## src/rtl/debounce_pkg.sv

```systemverilog
// -----------------------------------------------------------------------------
// debounce_pkg
// Shared definitions for the button debounce control stage:
//   - state_t             : 2-bit FSM state encoding
//   - DEFAULT_SYNC_STAGES : default depth of the input synchroniser
//   - reset_state()       : idle state that matches a given idle button level
// -----------------------------------------------------------------------------
package debounce_pkg;

    typedef enum logic [1:0] {
        STABLE_LOW  = 2'd0,
        WAIT_HIGH   = 2'd1,
        STABLE_HIGH = 2'd2,
        WAIT_LOW    = 2'd3
    } state_t;

    localparam int DEFAULT_SYNC_STAGES = 2;

    // The idle state must agree with the idle level so that a button resting
    // at its reset level never starts a spurious debounce interval.
    function automatic state_t reset_state(input logic level);
        return level ? STABLE_HIGH : STABLE_LOW;
    endfunction

endpackage : debounce_pkg

```

## src/rtl/debounce_fsm_sync_chain.sv

```systemverilog
// -----------------------------------------------------------------------------
// sync_chain
// Multi-flop synchroniser for a single asynchronous level.
//
// Parameters:
//   STAGES      : number of flops in the chain (>= 2)
//   RESET_LEVEL : value loaded into every flop on reset
// Ports:
//   clk  : clock, rising edge
//   rst  : asynchronous active-high reset
//   din  : asynchronous input level
//   dout : synchronised level, STAGES cycles behind din
// -----------------------------------------------------------------------------
module sync_chain
    import debounce_pkg::*;
#(
    parameter int   STAGES      = DEFAULT_SYNC_STAGES,
    parameter logic RESET_LEVEL = 1'b0
) (
    input  logic clk,
    input  logic rst,
    input  logic din,
    output logic dout
);

    logic [STAGES-1:0] sync_p0;

    // Stage boundary: asynchronous input -> clock domain, shifting toward MSB.
    always_ff @(posedge clk or posedge rst) begin
        if (rst) begin
            sync_p0 <= {STAGES{RESET_LEVEL}};
        end else begin
            sync_p0 <= {sync_p0[STAGES-2:0], din};
        end
    end

    assign dout = sync_p0[STAGES-1];

endmodule : sync_chain

```

## src/rtl/debounce_fsm.sv

```systemverilog
// -----------------------------------------------------------------------------
// debounce_fsm
// Control stage in front of a debounce timer. The raw button is synchronised,
// then a 4-state FSM enables the timer while the synchronised level differs
// from the debounced level. The new level is committed only when the timer
// reports done and the input is still at the new level; any reversion first
// drops the timer enable, which clears the timer.
//
// Parameters:
//   SYNC_STAGES : synchroniser depth (>= 2)
//   RESET_LEVEL : idle level of the button, synchroniser and db_out
// Ports:
//   clk        : clock, rising edge
//   rst        : asynchronous active-high reset
//   btn_in     : raw asynchronous button level
//   timer_done : one-cycle pulse, timer interval elapsed while enabled
//   timer_en   : timer enable (registered, decoded from state only)
//   db_out     : debounced level (registered)
//   rise_pulse : one-cycle pulse the cycle after db_out goes 0->1 (optional)
//   fall_pulse : one-cycle pulse the cycle after db_out goes 1->0 (optional)
//
// Optional feature macro: DEBOUNCE_EDGE_PULSE_EN adds rise_pulse/fall_pulse.
// -----------------------------------------------------------------------------
module debounce_fsm
    import debounce_pkg::*;
#(
    parameter int   SYNC_STAGES = DEFAULT_SYNC_STAGES,
    parameter logic RESET_LEVEL = 1'b0
) (
    input  logic clk,
    input  logic rst,
    input  logic btn_in,
    input  logic timer_done,
    output logic timer_en,
`ifdef DEBOUNCE_EDGE_PULSE_EN
    output logic db_out,
    output logic rise_pulse,
    output logic fall_pulse
`else
    output logic db_out
`endif
);

    logic   btn_s;
    state_t state;

    sync_chain #(
        .STAGES      (SYNC_STAGES),
        .RESET_LEVEL (RESET_LEVEL)
    ) u_sync (
        .clk  (clk),
        .rst  (rst),
        .din  (btn_in),
        .dout (btn_s)
    );

    // Stage boundary: synchronised level -> state / enable / debounced level.
    // timer_en is registered together with the next state, so it always equals
    // "state is a WAIT state" with no path from any input.
    always_ff @(posedge clk or posedge rst) begin
        if (rst) begin
            state    <= reset_state(RESET_LEVEL);
            timer_en <= 1'b0;
            db_out   <= RESET_LEVEL;
        end else begin
            case (state)
                STABLE_LOW: begin
                    if (btn_s) begin
                        state    <= WAIT_HIGH;
                        timer_en <= 1'b1;
                    end
                end
                WAIT_HIGH: begin
                    // A reversion takes priority over a coincident timer_done.
                    if (!btn_s) begin
                        state    <= STABLE_LOW;
                        timer_en <= 1'b0;
                    end else if (timer_done) begin
                        state    <= STABLE_HIGH;
                        timer_en <= 1'b0;
                        db_out   <= 1'b1;
                    end
                end
                STABLE_HIGH: begin
                    if (!btn_s) begin
                        state    <= WAIT_LOW;
                        timer_en <= 1'b1;
                    end
                end
                WAIT_LOW: begin
                    if (btn_s) begin
                        state    <= STABLE_HIGH;
                        timer_en <= 1'b0;
                    end else if (timer_done) begin
                        state    <= STABLE_LOW;
                        timer_en <= 1'b0;
                        db_out   <= 1'b0;
                    end
                end
                default: begin
                    state    <= reset_state(RESET_LEVEL);
                    timer_en <= 1'b0;
                    db_out   <= RESET_LEVEL;
                end
            endcase
        end
    end

`ifdef DEBOUNCE_EDGE_PULSE_EN
    logic db_p1;

    // Stage boundary: debounced level -> edge pulses one cycle later.
    // db_out moves at most once per edge, so rise and fall are exclusive.
    always_ff @(posedge clk or posedge rst) begin
        if (rst) begin
            db_p1      <= RESET_LEVEL;
            rise_pulse <= 1'b0;
            fall_pulse <= 1'b0;
        end else begin
            db_p1      <= db_out;
            rise_pulse <= db_out & ~db_p1;
            fall_pulse <= ~db_out & db_p1;
        end
    end
`endif

endmodule : debounce_fsm

```

## config.mk

```make
export PLATFORM = sky130hd
export DESIGN_NAME = debounce_fsm
export DESIGN_NICKNAME = d
export VERILOG_FILES = /design/src/rtl/debounce_pkg.sv /design/src/rtl/debounce_fsm_sync_chain.sv /design/src/rtl/debounce_fsm.sv
export SDC_FILE = /design/constraint.sdc
export NUM_CORES = 1
export LEC_CHECK = 0
export BUFFER_PORTS_ARGS = -buffer_cell sky130_fd_sc_hd__buf_2
export CORE_AREA = 2 2 39 41
export CTS_CLUSTER_DIAMETER = 30
export DETAILED_ROUTE_END_ITERATION = 7
export DIE_AREA = 0 0 41 43
export GPL_TIMING_DRIVEN = 0
export PLACE_DENSITY = 0.43
export SETUP_SLACK_MARGIN = 0.1
export SYNTH_ARGS = -nofsm -noshare
export SYNTH_HDL_FRONTEND = slang
export SYNTH_SLANG_ARGS = --single-unit
export TNS_END_PERCENT = 30
```

## constraint.sdc

```tcl
create_clock -name clk -period 1.74 [get_ports clk]
set_clock_uncertainty 0.05 [all_clocks]
set_input_delay 0.435 -clock clk [delete_from_list [all_inputs] [get_ports clk]]
set_output_delay 0.435 -clock clk [all_outputs]
set_load 0.01 [all_outputs]
```

* Yosys cells after proc, flatten, opt, wreduce, memory -nomap -nowiden
Index checks and enable logic that the tools add are counted.
Widths: inputs -> output; s select.
** Operators by class
- Equality and inequality tests :: 11
- Mux-type cells :: 18
- Reductions and logical operators :: 5
** Operators by type and width (count)
- $mux 2 :: 6
- $mux 1 :: 9
- $ne 2x2->1 const B :: 4
- $pmux 2 s4 :: 1
- $reduce_and 5->1 :: 1
- $eq 2x2->1 const B :: 2
- $ne 2x1->1 const B :: 2
- $pmux 1 s4 :: 1
- $reduce_and 4->1 :: 1
- $ne 3x2->1 const B :: 1
- $ne 3x3->1 const B :: 1
- $eq 2x1->1 const B :: 1
- $logic_not 2->1 :: 1
- $pmux 1 s2 :: 1
- $reduce_and 2->1 :: 1
- $reduce_bool 2->1 :: 1
** Storage, ports and cells
- Register bits after elaboration :: 6
- Input bits :: 4
- Output and inout bits :: 2

* Longest topological paths before layout
- Depth in word-level cells :: 3
- Mapped depth :: 3
- Depth with buffers taken out :: 3

* Modules after synthesis
A second synthesis with hierarchy kept.
** Second synthesis, totals
- Cells, all modules :: 18
- Area total of the unflattened synthesis :: 229.0 um^2
** Modules (own cells, without submodules)
- debounce_fsm :: instances 1, cells each 15, area an instance 175.2 um^2
- sync_chain :: instances 1, cells each 3, area an instance 53.8 um^2

* Least setup slack after synthesis
OpenSTA, ideal clock, no wires.
- Path kind :: in2reg
- From :: input timer_done
- To :: register with a tool-made name
- Setup time :: 127 ps
- Arrival time :: 800 ps
- Required time :: 1563 ps
- Slack :: 763 ps
- Stages on the path :: 2
- Path through :: nand2_1 > mux2_1
** RTL lines
- from (decl) :: RTL line debounce_fsm.sv:33 : input logic timer_done,

* Final worst setup path
- From :: register db_out
- To :: output db_out
** RTL lines
- from (decl) :: RTL line debounce_fsm.sv:40 : output logic db_out
- from (signal assigned) :: RTL line debounce_fsm.sv:64 : db_out <= RESET_LEVEL;
- from (signal assigned) :: RTL line debounce_fsm.sv:81 : db_out <= 1'b1;
- from (signal assigned) :: RTL line debounce_fsm.sv:97 : db_out <= 1'b0;
No word-level cell between the ends.

==> run summary <==
peak supply drop: 0.4986 mV
drt pass-1 iters: 2
Via density: 3.600
Final Setup Violations: 0
Critical Path Max Stage Delay: 0.38 ns
Slew Viols, Final: 0
PortBufs: 5
critical setup path kind: register to output port
setup bufs post-CTS: 0
clk slew on worst S/H paths: 0.05 ns
flops & latches, synth: 6
Area Growth Syn to Fin: 31.76%
Synth Cell Area: 212.7 sq um
Via Count: 144
status: complete, no violations
Hold Crit Class: input port to asynchronous set/reset pin
GRT Residual Overflow: 0
Fillers: 150
P_leak: 0.0001274 uW
syn nets: 20
Die ar.: 1763 sq um
CP top delay family: flip-flops
DRC viols: 0
Slew headroom: 82.53%
max-cap violations: 0
fraction of layout cells with a size suffix above 1: 33.33%
worst skew pair latency: 0.24 ns
Core Area: 1384 sq um
Crit path required time: 1.25 ns
nets@finish: 30
# resized after CTS: 0
Netlist cell types: 10
Yosys warnings: 0
Iteration-0 DRC Markers: 2
# H-tree levels: 1
FF/Latch Area: 150.1 sq um
CP Launch Type: register
sequential fraction of the synthesis area: 70.59%
Arr. time, crit path: 0.77 ns
Clk Tree Root Cell: clkbuf_4
number of diodes: 0
Top Ports: 6
CP Capture Type: output port
drt wl/cell: 7.900 um
row count: 14
Starting Density: 15.37%
minimum clock period: 1.255 ns
clk sinks: 6
Num CTS Buffers: 3
DRT Wirelength: 316 um
CTS tree: done
syn avg cell area: 13.29 sq um
commonest cells after routing, fill and taps aside: 6 x dfrtp_1, 5 x buf_2, 3 x clkbuf_4
cell breakdown of the critical path: buf_2
Routed Antenna Nets: 0
Min Hold Slack: 0.03914 ns
antenna violations before repair: 0
Worst path slowest cell: dfrtp_1
Final Cycle Share: 72.10%
hold_buf cts: 0
Max Clk Rate: 0.7971 GHz
RSZ-0062 raised after global routing: false
count of final hold-check violations: 0
Cells after Synth: 16
largest net degree at the start of global routing: 7
vias in the first global route: 132
Multi-input gate area: 58.81 sq um
CTS Buffer Depth: 2
Buf/Inv on CP: 1
setup TNS: 0 ns
commonest non-fill, non-tap cell in the layout: dfrtp_1
PwrDens: 1659 nW/um^2
CP Max Fanout: 3
Die X: 41 um
global-route wire length before repair: 531 um
Die Height: 43 um
Worst Tran Pin Value: 0.2601 ns
gr usage total: 5.680%
RePlAce Congestion: 0.5449
-- final timing paths --
kind | depth (start not counted) | to | start | slack (ns)
max in group asynchronous | 2 | u_sync.sync_p0[0]$_DFF_PP0_ | rst | 1.41
worst min-delay path | 2 | db_out$_DFFE_PP0P_ | rst | 0.04
worst max register to register | 3 | timer_en$_DFFE_PP0P_ | u_sync.sync_p0[1]$_DFF_PP0_ | 0.70
worst min register to register | 0 | u_sync.sync_p0[1]$_DFF_PP0_ | u_sync.sync_p0[0]$_DFF_PP0_ | 0.30
min in group clk | 1 | u_sync.sync_p0[0]$_DFF_PP0_ | btn_in | 0.25
worst max-delay path | 1 | db_out | db_out$_DFFE_PP0P_ | 0.49
-- power by group --
part / total [uW] / leakage [uW] / switching [uW] / internal [uW]
clock network: 125 / 0.0000138 / 47.4 / 77.8
logic: 114 / 0.0000418 / 56.3 / 58.1
registers: 225 / 0.0000719 / 36.6 / 189
-- logic make-up (layout without fill, tap and decap cells) --
group                  Yosys count  count (layout)  synth area share (%)
AND/OR/NAND/NOR                  1               1                 1.763
multiplexers                     1               1                 5.294
buffers and inverters            1               9                 1.763
AO/OA/AOI/OAI                    6               6                 16.47
XOR/XNOR                         1               1                 4.118
flip-flops                       6               6                 70.59
-- metrics by stage --
stage | instance area [sq um] | util, % | instances | setup WS (ns) | power [uW]
5_1_grt | 280.3 | 20.25 | 40 | 0.4540 | 509.2
2_1_floorplan | 212.7 | - | 16 | 0.7625 | 302.3
4_1_cts | 280.3 | 20.25 | 40 | 0.4767 | 476.3
3_5_place_dp | 257.7 | 18.63 | 37 | 0.6013 | 343.3
6_report | 280.3 | 20.25 | 40 | 0.4854 | 465.1
3_3_place_gp | 257.7 | 18.63 | 37 | 0.6072 | 335.8
-- area by class of cell --
type                            instances  share of cell area, %
Multi-Input combinational cell          9                  20.98
Timing Repair Buffer                    5                  8.929
Clock buffer                            3                  8.036
Tap cell                               16                  7.143
Sequential cell                         6                  53.57
Inverter                                1                  1.339
-- synth_stat cells --
cell type | count | share of area [%]
xnor2_1 | 1 | 4.1
dfrtp_1 | 6 | 71
mux2_1 | 1 | 5.3
o21ai_0 | 1 | 2.4
a21oi_1 | 2 | 4.7
a31oi_1 | 1 | 2.9
o2bb2ai_1 | 1 | 4.1
inv_1 | 1 | 1.8
o21ai_1 | 1 | 2.4
nand2_1 | 1 | 1.8
-- per-layer routing --
layer	GRT usage, %	vias to the layer above	part of all wire [%]	routed length, um
li1	-	72	-	-
met1	5.648	64	45	143
met2	4.688	8	35	112
met3	7.853	0	19	60
met4	6.000	0	0	0
met5	0	-	0	0
Power figures use the tool's default switching activity.
